**src/rtl/hamming_secded_pipe_if.sv**
```systemverilog
// Handshake bundle for hamming_secded_pipe: encode-side request and decode-side result.
interface hamming_secded_pipe_if #(
  parameter int DATA_W = 8
);
  function automatic int calc_p(input int dw);
    int p;
    p = 1;
    while ((1 << p) < dw + p + 1) p = p + 1;
    return p;
  endfunction

  localparam int P      = calc_p(DATA_W);
  localparam int CODE_W = DATA_W + P + 1;

  logic              in_valid;
  logic              in_ready;
  logic [DATA_W-1:0] in_data;
  logic              inj_en;
  logic [CODE_W-1:0] inj_mask;
  logic              out_valid;
  logic              out_ready;
  logic [CODE_W-1:0] out_code;
  logic [DATA_W-1:0] out_data;
  logic [P-1:0]      out_syndrome;
  logic [1:0]        out_err_type;

  modport master (
    output in_valid, in_data, inj_en, inj_mask, out_ready,
    input  in_ready, out_valid, out_code, out_data, out_syndrome, out_err_type
  );

  modport slave (
    input  in_valid, in_data, inj_en, inj_mask, out_ready,
    output in_ready, out_valid, out_code, out_data, out_syndrome, out_err_type
  );
endinterface

```
**src/rtl/hamming_secded_pipe.sv**
```systemverilog
// Two-stage SECDED Hamming pipe: encode (+ optional error injection), then decode/correct,
// with saturating corrected / uncorrectable result counters.
module hamming_secded_pipe #(
  parameter int DATA_W = 8,
  parameter int CNT_W  = 16
) (
  input  logic                 clk,
  input  logic                 rst_n,
  hamming_secded_pipe_if.slave bus,
  input  logic                 cnt_clr,
  output logic [CNT_W-1:0]     cnt_corr,
  output logic [CNT_W-1:0]     cnt_uncorr
);
  function automatic int calc_p(input int dw);
    int p;
    p = 1;
    while ((1 << p) < dw + p + 1) p = p + 1;
    return p;
  endfunction

  localparam int P      = calc_p(DATA_W);
  localparam int CODE_W = DATA_W + P + 1;
  localparam int IDX_W  = $clog2(CODE_W);
  localparam int DIDX_W = $clog2(DATA_W);
  localparam int PIDX_W = $clog2(P);

  typedef enum logic [1:0] {
    ERR_NONE   = 2'b00,
    ERR_SINGLE = 2'b01,
    ERR_DOUBLE = 2'b10,
    ERR_PARITY = 2'b11
  } err_t;

  logic              s1_valid;
  logic [CODE_W-1:0] s1_code;
  logic              s2_ready;
  logic              xfer;
  logic [CODE_W-1:0] enc_word;
  logic [P-1:0]      enc_syn;
  logic [P-1:0]      dec_syn;
  logic              dec_gp;
  logic [CODE_W-1:0] fixed_word;
  err_t              dec_type;
  logic [DATA_W-1:0] dec_data;

  // The syndrome of the data-only word is exactly the set of check bits that zeroes it.
  always_comb begin
    int j;
    enc_word = '0;
    enc_syn  = '0;
    j        = 0;
    for (int pos = 1; pos < CODE_W; pos++) begin
      if ((pos & (pos - 1)) != 0) begin
        enc_word[IDX_W'(pos)] = bus.in_data[DIDX_W'(j)];
        j = j + 1;
      end
    end
    for (int pos = 1; pos < CODE_W; pos++)
      if (enc_word[IDX_W'(pos)]) enc_syn = enc_syn ^ P'(pos);
    for (int k = 0; k < P; k++)
      enc_word[IDX_W'(1 << k)] = enc_syn[PIDX_W'(k)];
    enc_word[0] = ^enc_word[CODE_W-1:1];
  end

  always_comb begin
    int j;
    dec_syn = '0;
    j       = 0;
    for (int pos = 1; pos < CODE_W; pos++)
      if (s1_code[IDX_W'(pos)]) dec_syn = dec_syn ^ P'(pos);
    dec_gp     = ^s1_code;
    fixed_word = s1_code;
    dec_type   = ERR_NONE;
    if (dec_syn == '0) begin
      dec_type = dec_gp ? ERR_PARITY : ERR_NONE;
    end else if (!dec_gp || int'(dec_syn) >= CODE_W) begin
      dec_type = ERR_DOUBLE;
    end else begin
      dec_type = ERR_SINGLE;
      fixed_word[IDX_W'(dec_syn)] = ~fixed_word[IDX_W'(dec_syn)];
    end
    dec_data = '0;
    for (int pos = 1; pos < CODE_W; pos++) begin
      if ((pos & (pos - 1)) != 0) begin
        dec_data[DIDX_W'(j)] = fixed_word[IDX_W'(pos)];
        j = j + 1;
      end
    end
  end

  // in_ready looks through to out_ready so a full pipe can accept and drain in one cycle.
  assign s2_ready     = !bus.out_valid || bus.out_ready;
  assign bus.in_ready = !s1_valid || s2_ready;
  assign xfer         = bus.out_valid && bus.out_ready;

  always_ff @(posedge clk or negedge rst_n) begin
    if (!rst_n) begin
      s1_valid <= 1'b0;
      s1_code  <= '0;
    end else if (bus.in_ready) begin
      s1_valid <= bus.in_valid;
      if (bus.in_valid)
        s1_code <= enc_word ^ (bus.inj_en ? bus.inj_mask : '0);
    end
  end

  always_ff @(posedge clk or negedge rst_n) begin
    if (!rst_n) begin
      bus.out_valid    <= 1'b0;
      bus.out_code     <= '0;
      bus.out_data     <= '0;
      bus.out_syndrome <= '0;
      bus.out_err_type <= 2'b00;
    end else if (s2_ready) begin
      bus.out_valid <= s1_valid;
      if (s1_valid) begin
        bus.out_code     <= s1_code;
        bus.out_data     <= dec_data;
        bus.out_syndrome <= dec_syn;
        bus.out_err_type <= dec_type;
      end
    end
  end

  always_ff @(posedge clk or negedge rst_n) begin
    if (!rst_n) begin
      cnt_corr   <= '0;
      cnt_uncorr <= '0;
    end else if (cnt_clr) begin
      cnt_corr   <= '0;
      cnt_uncorr <= '0;
    end else if (xfer) begin
      if ((bus.out_err_type == ERR_SINGLE || bus.out_err_type == ERR_PARITY) && cnt_corr != '1)
        cnt_corr <= cnt_corr + CNT_W'(1);
      if (bus.out_err_type == ERR_DOUBLE && cnt_uncorr != '1)
        cnt_uncorr <= cnt_uncorr + CNT_W'(1);
    end
  end
endmodule
```
**src/flat_wrapper.sv**
```systemverilog
// flat-port wrapper written by rule: the top's interface ports become plain ports
module hamming_secded_pipe_flat 
#(
  parameter int DATA_W = 8,
  parameter int CNT_W  = 16
)
  (clk, rst_n, cnt_clr, cnt_corr, cnt_uncorr, bus_in_valid, bus_in_data, bus_inj_en, bus_inj_mask, bus_out_ready, bus_in_ready, bus_out_valid, bus_out_code, bus_out_data, bus_out_syndrome, bus_out_err_type);
  hamming_secded_pipe_if #(.DATA_W(DATA_W)) bus_i ();
  input  logic clk;
  input  logic rst_n;
  input  logic cnt_clr;
  output logic [CNT_W-1:0] cnt_corr;
  output logic [CNT_W-1:0] cnt_uncorr;
  input wire logic [$bits(bus_i.in_valid)-1:0] bus_in_valid;
  input wire logic [$bits(bus_i.in_data)-1:0] bus_in_data;
  input wire logic [$bits(bus_i.inj_en)-1:0] bus_inj_en;
  input wire logic [$bits(bus_i.inj_mask)-1:0] bus_inj_mask;
  input wire logic [$bits(bus_i.out_ready)-1:0] bus_out_ready;
  output wire logic [$bits(bus_i.in_ready)-1:0] bus_in_ready;
  output wire logic [$bits(bus_i.out_valid)-1:0] bus_out_valid;
  output wire logic [$bits(bus_i.out_code)-1:0] bus_out_code;
  output wire logic [$bits(bus_i.out_data)-1:0] bus_out_data;
  output wire logic [$bits(bus_i.out_syndrome)-1:0] bus_out_syndrome;
  output wire logic [$bits(bus_i.out_err_type)-1:0] bus_out_err_type;
  assign bus_i.in_valid = bus_in_valid;
  assign bus_i.in_data = bus_in_data;
  assign bus_i.inj_en = bus_inj_en;
  assign bus_i.inj_mask = bus_inj_mask;
  assign bus_i.out_ready = bus_out_ready;
  assign bus_in_ready = bus_i.in_ready;
  assign bus_out_valid = bus_i.out_valid;
  assign bus_out_code = bus_i.out_code;
  assign bus_out_data = bus_i.out_data;
  assign bus_out_syndrome = bus_i.out_syndrome;
  assign bus_out_err_type = bus_i.out_err_type;
  hamming_secded_pipe #(.DATA_W(DATA_W), .CNT_W(CNT_W)) u_core (.clk(clk), .rst_n(rst_n), .bus(bus_i), .cnt_clr(cnt_clr), .cnt_corr(cnt_corr), .cnt_uncorr(cnt_uncorr));
endmodule
```
**config.mk**
```make
export PLATFORM = sky130hd
export DESIGN_NAME = hamming_secded_pipe_flat
export DESIGN_NICKNAME = d
export VERILOG_FILES = /design/src/rtl/hamming_secded_pipe_if.sv /design/src/rtl/hamming_secded_pipe.sv /design/src/flat_wrapper.sv
export SDC_FILE = /design/constraint.sdc
export NUM_CORES = 1
export LEC_CHECK = 0
export BUFFER_PORTS_ARGS = -buffer_cell sky130_fd_sc_hd__clkbuf_2
export CORE_UTILIZATION = 58
export DETAILED_ROUTE_END_ITERATION = 10
export GPL_ROUTABILITY_DRIVEN = 0
export PLACE_DENSITY = 0.89
export RECOVER_POWER = 100
export SLEW_MARGIN = 5
export SYNTH_ARGS = -nofsm -noshare
export SYNTH_HDL_FRONTEND = slang
export SYNTH_SLANG_ARGS = --single-unit
```
**constraint.sdc**
```tcl
create_clock -name clk -period 4 [get_ports clk]
set_input_delay 0.8 -clock clk [delete_from_list [all_inputs] [get_ports clk]]
set_output_delay 0.8 -clock clk [all_outputs]
set_load 0.02 [all_outputs]
```
After elaboration in Yosys (flattened, before gate mapping)
Cells that the tools add are included.
{"block": "op_classes", "add_sub_neg": 2, "mul": 0, "n_div": 0, "order_cmp": 3, "eq_ne": 5, "n_shift": 0, "muxes": 28, "bitwise_logic": 11, "n_reduce_logical": 20}
{"cell": "16-bit two-way mux", "count": 6}
{"cell": "16-bit by 1-bit adder with 16-bit output, second input constant", "count": 2}
{"cell": "16-bit != test, second input constant", "count": 2}
{"cell": "2-bit two-way mux", "count": 8}
{"cell": "8-bit two-way mux", "count": 2}
{"cell": "13-bit bitwise mux", "count": 1}
{"cell": "13-bit two-way mux", "count": 1}
{"cell": "13-bit XOR reduction", "count": 1}
{"cell": "8-bit by 13-bit bitwise XOR with 13-bit output", "count": 1}
{"cell": "3-bit two-way mux", "count": 4}
{"cell": "2-bit inverter", "count": 4}
{"cell": "2-bit AND reduction", "count": 4}
{"cell": "2-bit nonzero test", "count": 3}
{"cell": "4-bit by 5-bit < comparator with 1-bit output, second input constant", "count": 1}
{"cell": "1-bit binary-select mux with 4-bit select", "count": 1}
{"cell": "1-bit demux with 4-bit select", "count": 1}
{"cell": "2-bit equality test, second input constant", "count": 2}
{"cell": "4-bit by 1-bit greater-or-equal comparator with 1-bit output, second input constant", "count": 1}
{"cell": "4-bit greater-or-equal comparator, second input constant", "count": 1}
{"cell": "1-bit logical AND", "count": 4}
{"cell": "4-bit logical NOT", "count": 1}
{"cell": "1-bit logical OR", "count": 4}
{"cell": "1-bit two-way mux", "count": 4}
{"cell": "1-bit logical NOT", "count": 3}
{"cell": "other kinds (4)", "count": 7}
{"block": "word_totals", "register_bits": 70, "latchBits": 0, "ram_bits": 0, "rom_bits": 0, "input_bits": 27, "word_cells": 78, "memories": 0}

Logic depth before layout (Yosys ltp)
Gate-level depths: netlist (run 1).
{"block": "depth", "ltp_word": 18, "depth_mapped": 7, "ltp_nobuf": 6}

Worst setup path after synthesis (run 1)
No wires, ideal clock.
{"block": "synth_timing", "path_kind": "reg2reg", "startpoint": "register u_core.s1_code[5]", "endpoint": "register u_core.bus.out_data[0]", "t_arrival_ns": 2.016, "t_required_ns": 3.913, "setup_slack_ns": 1.897, "stages_incl_launch_ff": 8, "period_less_slack_ns": 2.103, "cell_sequence": "dfrtp_1 > clkbuf_1 > xnor3_1 > xnor3_1 > or2_1 > buf_2 > or4_1 > o211ai_1"}
{"block": "synth_between", "elab_chain_len": 12, "elab_cells_between_ends": 21}
{"element": "from (decl)", "line": "hamming_secded_pipe.sv:35", "source": "logic [CODE_W-1:0] s1_code;"}
{"element": "from (signal assigned)", "line": "hamming_secded_pipe.sv:103", "source": "s1_code <= enc_word ^ (bus.inj_en ? bus.inj_mask : '0);"}
{"element": "3-bit two-way mux", "line": "hamming_secded_pipe.sv:70", "source": "if (s1_code[IDX_W'(pos)]) dec_syn = dec_syn ^ P'(pos);"}
{"element": "2-bit inverter (no source line)"}
{"element": "3-bit two-way mux", "line": "hamming_secded_pipe.sv:70"}
{"element": "3-bit inverter (no source line)"}
{"element": "3-bit two-way mux", "line": "hamming_secded_pipe.sv:70"}
{"element": "4-bit by 5-bit < comparator with 1-bit output (not written as such) or 4-bit by 1-bit greater-or-equal comparator with 1-bit output (tied branches)", "line": "hamming_secded_pipe.sv:80", "source": "fixed_word[IDX_W'(dec_syn)] = ~fixed_word[IDX_W'(dec_syn)];"}
{"element": "1-bit logical AND (not written as such)", "line": "hamming_secded_pipe.sv:80"}
{"element": "1-bit two-way mux (not written as such)", "line": "hamming_secded_pipe.sv:80"}
{"element": "1-bit demux with 4-bit select"}
{"element": "13-bit bitwise mux", "line": "hamming_secded_pipe.sv:80"}
{"element": "8-bit two-way mux", "line": "hamming_secded_pipe.sv:76", "source": "end else if (!dec_gp || int'(dec_syn) >= CODE_W) begin"}
{"element": "8-bit two-way mux *", "line": "hamming_secded_pipe.sv:74", "source": "if (dec_syn == '0) begin"}
{"element": "to (signal assigned)", "line": "hamming_secded_pipe.sv:118", "source": "bus.out_data <= dec_data;"}
{"element": "to (decl)", "line": "hamming_secded_pipe_if.sv:34", "source": "output in_ready, out_valid, out_code, out_data, out_syndrome, out_err_type"}
Mark *: on every way between the ends. The rest lies on a longest branch, timed or not. The select of a mux whose other input is x is not followed.
A chain may end at the register's enable or synchronous reset.

Worst setup path in the final report (run 1)
{"block": "layout_timing", "startpoint": "register u_core.cnt_corr[9]", "endpoint": "register u_core.cnt_corr[0]"}
{"block": "layout_between", "elab_chain_len": 4}
{"element": "from (decl)", "line": "hamming_secded_pipe.sv:11", "source": "output logic [CNT_W-1:0] cnt_corr,"}
{"element": "from (signal assigned)", "line": "hamming_secded_pipe.sv:134", "source": "cnt_corr <= cnt_corr + CNT_W'(1);"}
{"element": "16-bit != test", "line": "hamming_secded_pipe.sv:133", "source": "if ((bus.out_err_type == ERR_SINGLE || bus.out_err_type == ERR_PARITY) && cnt_corr != '1)"}
{"element": "1-bit logical AND", "line": "hamming_secded_pipe.sv:133"}
{"element": "2-bit nonzero test (no source line)"}
{"element": "2-bit AND reduction (no source line)"}
No other way between the ends.

==> impl_metrics.tcl, run 1 <==
set metrics [dict create \
    worst_setup_path_start_kind "flip-flop" \
    antenna_left 0 \
    skew_ns 0.005179 \
    slowest_delay_ns 1.14 \
    rsz0062_at_grt "false" \
    clk_path_buf_depth 2 \
    post-route-period-util_pct 65.61 \
    port_buffers 74 \
    drv_cap 0 \
    die_area_um2 6556 \
    synthTopCellsByArea "dfrtp_1 45%, xnor2_1 7.5%, nand2_1 7.2%, xor2_1 5.3%, nor2_1 3.8%" \
    p_per_area_nw_per_um2 462.2 \
    yosysTopAreaCellShare_pct 44.97 \
    coreArea_um2 5956 \
    worst_setup_path_end_kind "flip-flop" \
    postCtsResizedCells 0 \
    grt_overflow_total 0 \
    wl_per_cell_um 13.90 \
    synthesis.area_um2 3617 \
    cts_tree "yes" \
    grt_pass1_vias 2879 \
    synthCells 403 \
    synthFlopType "dfrtp_1" \
    slew_headroom_pct 10.28 \
    worst_hold_slack_ns 0.4737 \
    synth_edf_count 0 \
    finalHoldViolCount 0 \
    crit_chain "nand4_1 > nor4_1 > a21boi_0 > xnor2_1 > nor2_1" \
    leakagePower_nw 1.757 \
    setup-tns-final_ns 0 \
    die_x_um 80.97 \
    hpwl_mm 5.282 \
    reg2reg_slack_ns 1.38 \
    drt_iter0_markers 119 \
    num_rows 28 \
    syn_to_final_growth_pct 11.55 \
    finalSetupViolations 0 \
    htreeDepth 3 \
    cts_setup_buffers 0 \
    vias 3043 \
    pre_cts_ws_ns 1.585 \
    finalWorstSetupSlack_ns 1.376 \
    synth-async-reset-ratio_pct 100.0 \
    drt-total-wl_mm 7.490 \
    viasPerCell 5.646 \
    cp.required_ns 4.20 \
    min_period_ns 2.624 \
    status "completed" \
    slowest_stage "nor4_1" \
    cts_root_buffer "clkbuf_8" \
    ys_ff_latch 65 \
    fin_nets 492 \
    antenna_cells 0 \
    tightest_slew_ns 1.334 \
    synth_common_cells "69 x nand2_1, 65 x dfrtp_1, 37 x nor2_1" \
    grt_pass1_wl_mm 12.44 \
    synth_area_leader_cell "dfrtp_1" \
    final_cell_area_um2 4035 \
    clock_sinks 65 \
    grt_max_degree 42 \
    drt_drc_violations_left 0 \
    grt_use_total_pct 24.83 \
    peakVddDrop_v 0.0002704 \
    initial_core_util_pct 60.74 \
    ys_types 49 \
    path_max_fanout 10 \
    yosysMostFrequentCell "nand2_1" \
    drtPass1Iterations 4 \
    clk_latency_ns 0.34 \
    drive_gt1_share_pct 6.681 \
    avgSynthCellArea_um2 8.976 \
    hp-class "reg -> reg" \
    clkTransAtPathRegs_ns 0.06 \
    cts-buffers-inserted 9 \
    critical-path-top-delay-family "simple AND/OR/NAND/NOR gates" \
    criticalPathCategory "reg -> reg" \
    ys_seq_area_share_pct 44.97 \
    hold_buffers 0 \
    grt_antenna_before_repair 0 \
    placed_cell_area_um2 3958 \
    synth_warnings 0 \
    io_pins 88 \
    timing.fmax_mhz 381.0 \
    crit_arrival_ns 2.82 \
    chipHeight_um 80.97 \
    finalMaxSlewViolations 0 \
    critPathBufInv 0 \
]
-- worst paths after layout --
| path | start | endpoint | cells past startpoint |
|---|---|---|---|
| max in group asynchronous | rst_n | u_core.bus.out_syndrome[2] | 2 |
| worst min-delay path | u_core.bus.out_code[10] | u_core.bus.out_code[10] | 2 |
| worst max-delay path | u_core.cnt_corr[9] | u_core.cnt_corr[0] | 5 |
| worst max register to register | u_core.cnt_corr[9] | u_core.cnt_corr[0] | 5 |
| worst min register to register | u_core.bus.out_code[10] | u_core.bus.out_code[10] | 2 |
| min in group asynchronous | rst_n | u_core.cnt_uncorr[9] | 1 |
-- worst min-delay path, cell delays in order, from the launching register on --
cell and delay [ns]:
dfrtp_1 0.34, nand2_1 0.05, nand2_1 0.05
-- power breakdown --
part | leakage (nW) | internal (mW) | switching (mW) | total [mW]
sequential | 0.856 | 0.743 | 0.104 | 0.846
combinational | 0.818 | 0.211 | 0.337 | 0.547
clock | 0.0830 | 0.244 | 0.228 | 0.471
total | 1.76 | 1.20 | 0.668 | 1.86
-- flip-flops by register name (all words and copies together) (netlist names) --
signal,count
u_core.cnt_corr,16
u_core.cnt_uncorr,16
u_core.bus.out_code,11
u_core.s1_code,11
u_core.bus.out_data,4
u_core.bus.out_syndrome,3
u_core.bus.out_err_type,2
u_core.bus.out_valid,1
u_core.s1_valid,1
-- routing by layer --
metal | share of wire, % | global-route usage (%) | wire length [um]
met1 | 43 | 28.21 | 3225
met2 | 50 | 44.71 | 3752
met3 | 5.2 | 6.966 | 388
met4 | 1.6 | 8.036 | 123
met5 | 0 | 0 | 0
-- layout by cell type, fill, tap and decap left out, drive strengths merged, types with 4 or more instances in the layout --
master   instances
nand4            6
nand2b           4
conb             7
xnor2           31
nor3             8
xor2            22
mux2i            4
a21oi           15
o211ai           9
dfrtp           65
nor2            37
and3             7
clkbuf          86
o21ai           24
nor4             6
nand3           11
o2111ai          4
inv              4
nand2           69
and2             5
-- cell type report --
type	instances	area [um^2]
inverter	4	15.01
timing repair buffer	75	305.3
tap	75	93.84
sequential	65	1627
multi-input combinational	308	1838
clock inverter	1	5.005
fill	519	1921
clock buffer	11	151.4
-- metrics by stage --
step | util [%] | total power, mW | cells
3_5_place_dp | 66.45 | 1.429 | 527
6_report | 67.75 | 1.865 | 539
5_1_grt | 67.75 | 1.986 | 539
2_1_floorplan | - | 1.278 | 409
4_1_cts | 69.08 | 1.903 | 539
3_3_place_gp | 66.45 | 1.410 | 527
-- cell families after synthesis --
kind of cell	after synthesis	synth area share [%]
AOI/OAI and AO/OA	67	11.38
adders and majority gates	2	0.6917
muxes	4	1.107
xor gates and xnor gates	55	14.08
buffers and inverters	36	4.669
and+or+nand+nor	173	23.00
DFF	65	44.97
other	1	0.1037
(Power assumes the default switching activity.)
==> inputs of run 2 (changes only) <==
- ABC_AREA: default -> 1
- CORE_UTILIZATION: 58 -> 54
- PLACE_DENSITY: 0.89 -> 0.83
- clock period: 4 -> 2.6 ns (I/O delays scaled with it)
==> impl_metrics.tcl, run 2 <==
set metrics [dict create \
    num_rows 30 \
    drt_drc_violations_left 0 \
    antenna_cells 0 \
    tightest_slew_ns 1.584 \
    clk_path_buf_depth 2 \
    chipHeight_um 85.36 \
    top_regs "u_core.cnt_corr (16), u_core.cnt_uncorr (16)" \
    min_period_ns 2.212 \
    post_layout_nonfiller_instances 664 \
    seq_area_um2 1627 \
    drtPass1Iterations 5 \
    vias 3625 \
    clkTransAtPathRegs_ns 0.07 \
    path_max_fanout 19 \
    antenna_left 0 \
    io_pins 88 \
    grt_max_degree 66 \
    hp-class "in -> reg" \
    hold_buffers 0 \
    finalSetupViolations 0 \
    synth_common_cells "151 x nand2_1, 65 x dfrtp_1, 47 x nand3_1" \
    multi_input_area_um2 1810 \
    worst_setup_path_start_kind "flip-flop" \
    ys_types 35 \
    clock_sinks 65 \
    final_common_cell "nand2_1" \
    port_buffers 74 \
    grt_use_total_pct 25.56 \
    initial_core_util_pct 55.54 \
    criticalPathCategory "reg -> reg" \
    layout_common_cells "155 x nand2_1, 65 x dfrtp_1, 56 x clkbuf_1" \
    synthesis.area_um2 3752 \
    dpl.cell_count 648 \
    synth_area_leader_cell "dfrtp_1" \
    violations "max-capacitance violations, max-slew violations" \
    htreeDepth 3 \
    drive_gt1_share_pct 9.932 \
    finalMaxSlewViolations 66 \
    leakagePower_nw 2.021 \
    die_x_um 85.36 \
    timing.fmax_mhz 452.0 \
    synthTopCellsByArea "dfrtp_1 43%, nand2_1 15%, nand3_1 6.3%, o21ai_0 4.7%, inv_1 4.4%" \
    cts-buffers-inserted 9 \
    ys_seq_area_share_pct 43.35 \
    status "finished with violations" \
    crit_arrival_ns 2.45 \
    drt-total-wl_mm 8.774 \
    cts_tree "yes" \
    grt_pass1_wl_mm 14.88 \
    hpwl_mm 6.170 \
    yosysMostFrequentCell "nand2_1" \
    post-route-period-util_pct 85.09 \
    grt_overflow_total 0 \
    yosysTopAreaCellShare_pct 43.35 \
    avgSynthCellArea_um2 7.505 \
    synth_edf_count 0 \
    die_area_um2 7286 \
    peakVddDrop_v 0.0003544 \
    slowest_delay_ns 0.39 \
    grt_antenna_before_repair 0 \
    postCtsResizedCells 0 \
    p_per_area_nw_per_um2 771.2 \
    slew_headroom_pct -5.609 \
    setup-tns-final_ns 0 \
    drv_cap 1 \
    cts_root_buffer "clkbuf_8" \
    synthCells 500 \
    clk_latency_ns 0.34 \
    grt_pass1_vias 3477 \
    drt_iter0_markers 192 \
    synthFlopType "dfrtp_1" \
    fillers 627 \
    cts_setup_buffers 0 \
    crit_chain "ha_1 > nand3_1 > nor2_1 > nand2_2 > nor2_1 > nand2_1 > nand2_4 > nand2_4 > and3_1 > nor3_1" \
    ys_ff_latch 65 \
    finalHoldViolCount 0 \
    skew_ns 0.01217 \
    coreArea_um2 6756 \
    fin_nets 608 \
    synth-async-reset-ratio_pct 100.0 \
    synth_warnings 0 \
    slowest_stage "dfrtp_1" \
    viasPerCell 5.459 \
    wl_per_cell_um 13.21 \
    cp.required_ns 2.83 \
    rsz0062_at_grt "false" \
    postLayoutCoreUtil_pct 63.37 \
    worst_setup_path_end_kind "flip-flop" \
    syn_to_final_growth_pct 14.10 \
]
==> run 2: cell types whose count changed after synthesis, sizes merged, moves of 6 or more <==
| cell | before | now |
|---|---|---|
| o211ai | 9 | 0 |
| clkbuf | 18 | 7 |
| nand3 | 11 | 48 |
| xnor2 | 31 | 2 |
| and3 | 7 | 1 |
| inv | 4 | 46 |
| nand2 | 69 | 164 |
| o21ai | 24 | 42 |
==> run 2: layout make-up <==
type	count	share of cell area, %
inverters	49	4.325
clock inverters	6	2.133
well taps	80	2.338
flip-flops and latches	65	37.99
multi-input cells	375	42.29
clock buffers	10	3.214
repair buffers	79	7.715
==> run 2: worst paths after layout <==
check                                       startpoint                     end  slack (ns)  depth (start not counted)
worst max-delay path                u_core.cnt_corr[1]      u_core.cnt_corr[2]        0.39                         10
worst min-delay path                  bus_inj_mask[10]      u_core.s1_code[10]        0.42                          3
worst max register to register      u_core.cnt_corr[1]      u_core.cnt_corr[2]        0.39                         10
worst min register to register  u_core.bus.out_data[3]  u_core.bus.out_data[3]        0.49                          2
max in group asynchronous                        rst_n  u_core.bus.out_data[2]        0.99                          2
min in group asynchronous                        rst_n    u_core.cnt_uncorr[0]        0.66                          2
==> run 2: worst max-delay path: cells and delay by family (launching register included) <==
family                     cells  cell delay (ns)
and+or+nand+nor                9             1.50
DFF                            1             0.39
adders and majority gates      1             0.21
==> run 2: power by group <==
| group | switching [mW] | internal [mW] | leakage, nW | total, mW |
|---|---|---|---|---|
| Combinational | 0.747 | 0.291 | 1.06 | 1.04 |
| Clock | 0.412 | 0.567 | 0.105 | 0.980 |
| Sequential | 0.117 | 1.17 | 0.854 | 1.29 |
| Total | 1.28 | 2.03 | 2.02 | 3.30 |
==> run 2: logic make-up (layout without fill, tap and decap cells) <==
logic type | count (synthesis) | count (layout) | share of synthesized area [%]
XOR/XNOR | 19 | 19 | 4.435
adder cells (fa/ha/maj) | 2 | 2 | 0.6668
buffers and inverters | 66 | 144 | 7.603
AO/OA/AOI/OAI | 67 | 67 | 10.07
AND/OR/NAND/NOR | 280 | 280 | 33.78
other | 1 | 7 | 0.09994
flip-flops | 65 | 65 | 43.35
==> run 2: stage by stage <==
step / total power [mW] / setup slack (ns) / hold slack, ns / area (um^2)
floorplan: 2.069 / 0.8173 / 0.2244 / 3775
global placement: 2.359 / 0.7201 / 0.4682 / 4195
detailed placement: 2.399 / 0.6438 / 0.4733 / 4195
CTS: 3.376 / 0.6180 / 0.2006 / 4424
global route: 3.519 / 0.2114 / 0.4135 / 4282
finish: 3.302 / 0.3876 / 0.4166 / 4282
==> run 2: routing by layer <==
layer	track usage [%]	share of wire [%]	vias up
li1	-	-	1769
met1	30.38	40	1694
met2	45.38	52	146
met3	5.253	6.4	16
met4	10.15	1.6	0
met5	0	0	-
==> inputs of run 3 (changes only) <==
- CORE_UTILIZATION: 54 -> 44
- PLACE_DENSITY: 0.83 -> 0.7
==> impl_metrics.tcl, run 3 (synthesized netlist as in run 2, its figures left out) <==
set metrics [dict create \
    cp.required_ns 2.87 \
    fin_nets 608 \
    cts_root_buffer "clkbuf_8" \
    die_x_um 94.35 \
    grt_pass1_wl_mm 14.21 \
    p_per_area_nw_per_um2 766.0 \
    leakagePower_nw 2.036 \
    criticalPathCategory "reg -> reg" \
    post-route-period-util_pct 83.57 \
    initial_core_util_pct 45.67 \
    grt_overflow_total 0 \
    drt_iter0_markers 115 \
    violations "max-capacitance violations, max-slew violations" \
    clkTransAtPathRegs_ns 0.07 \
    chipHeight_um 94.35 \
    antenna_left 0 \
    port_buffers 74 \
    postCtsResizedCells 0 \
    cts_tree "yes" \
    path_max_fanout 19 \
    viasPerCell 4.988 \
    finalSetupViolations 0 \
    finalMaxSlewViolations 66 \
    tightest_slew_ns 1.597 \
    drtPass1Iterations 4 \
    wl_per_cell_um 12.27 \
    drt_drc_violations_left 0 \
    worst_setup_path_end_kind "flip-flop" \
    clock_sinks 65 \
    htreeDepth 3 \
    slowest_stage "dfrtp_1" \
    status "finished with violations" \
    worst_hold_slack_ns 0.4098 \
    io_pins 88 \
    vias 3432 \
    drive_gt1_share_pct 10.12 \
    timing.fmax_mhz 460.2 \
    antenna_cells 0 \
    syn_to_final_growth_pct 15.14 \
    clk_path_buf_depth 2 \
    finalHoldViolCount 0 \
    crit_top_cell "nand2_1" \
    hold_buffers 0 \
    hpwl_mm 6.136 \
    clk_latency_ns 0.35 \
    slowest_delay_ns 0.39 \
    crit_chain "ha_1 > nand3_1 > nor2_4 > nand2_1 > nor2_2 > nand2_1 > nand2_1 > nand2_4 > nand2_1 > o21ai_0 > a21oi_1" \
    peakVddDrop_v 0.0004202 \
    setup-tns-final_ns 0 \
    slew_headroom_pct -6.496 \
    grt_pass1_vias 3228 \
    coreArea_um2 8217 \
    drv_cap 1 \
    reg2reg_slack_ns 0.43 \
    cts-buffers-inserted 9 \
    cts_setup_buffers 0 \
    pre_cts_ws_ns 0.6680 \
    grt_max_degree 66 \
    fillers 828 \
    finalWorstSetupSlack_ns 0.4271 \
    grt_use_total_pct 20.47 \
    final_common_cell "nand2_1" \
    crit_arrival_ns 2.44 \
    p_total_mw 3.309 \
    die_area_um2 8901 \
    grt_antenna_before_repair 0 \
    num_rows 33 \
    skew_ns 0.008110 \
    layout_common_cells "157 x nand2_1, 65 x dfrtp_1, 57 x clkbuf_1" \
    worst_setup_path_start_kind "flip-flop" \
    drt-total-wl_mm 8.444 \
    rsz0062_at_grt "false" \
    top_regs "u_core.cnt_corr (16), u_core.cnt_uncorr (16)" \
    min_period_ns 2.173 \
    hp-class "in -> reg" \
]
-- run 3: worst max-delay path: cells and delay by family, from the launching register on --
kind	cells	cell delay (ns)
and+or+nand+nor	8	1.29
AOI/OAI and AO/OA	2	0.20
adders and majority gates	1	0.20
DFF	1	0.39
-- run 3: path summary, 6_finish.rpt --
path | startpoint | to | cells past startpoint
min in group asynchronous | rst_n | u_core.cnt_uncorr[15] | 2
max in group asynchronous | rst_n | u_core.s1_code[12] | 2
setup / recovery | u_core.cnt_corr[1] | u_core.cnt_corr[10] | 11
setup reg to reg | u_core.cnt_corr[1] | u_core.cnt_corr[10] | 11
hold reg to reg | u_core.bus.out_code[10] | u_core.bus.out_code[10] | 2
hold / removal | bus_inj_mask[9] | u_core.s1_code[9] | 3
-- run 3: layer usage --
layer | vias up | GRT usage (%) | wire (um)
li1 | 1758 | - | -
met1 | 1567 | 24.46 | 3686
met2 | 94 | 35.57 | 4179
met3 | 13 | 4.187 | 430
met4 | 0 | 8.718 | 148
met5 | - | 0 | 0
-- run 3: layout make-up --
cell class / count / area (um^2) / share of cell area (%)
Multi-Input combinational cell: 375 / 1818 / 42.08
Sequential cell: 65 / 1627 / 37.65
Inverter: 49 / 185.2 / 4.286
Clock inverter: 2 / 60.06 / 1.390
Clock buffer: 13 / 168.9 / 3.910
Tap cell: 105 / 131.4 / 3.041
Timing Repair Buffer: 79 / 330.3 / 7.646
-- run 3: through the flow --
stage,utilization [%],area (um^2),cells
after floorplan,-,3775,506
after global placement,51.44,4227,673
after detailed placement,51.44,4227,673
after CTS,54.23,4456,688
after global routing,52.58,4320,688
final,52.58,4320,688
-- run 3: report_power, final --
part | internal [mW] | total, mW | switching [mW]
clock network | 0.614 | 0.998 | 0.384
logic | 0.289 | 1.03 | 0.742
registers | 1.17 | 1.28 | 0.113
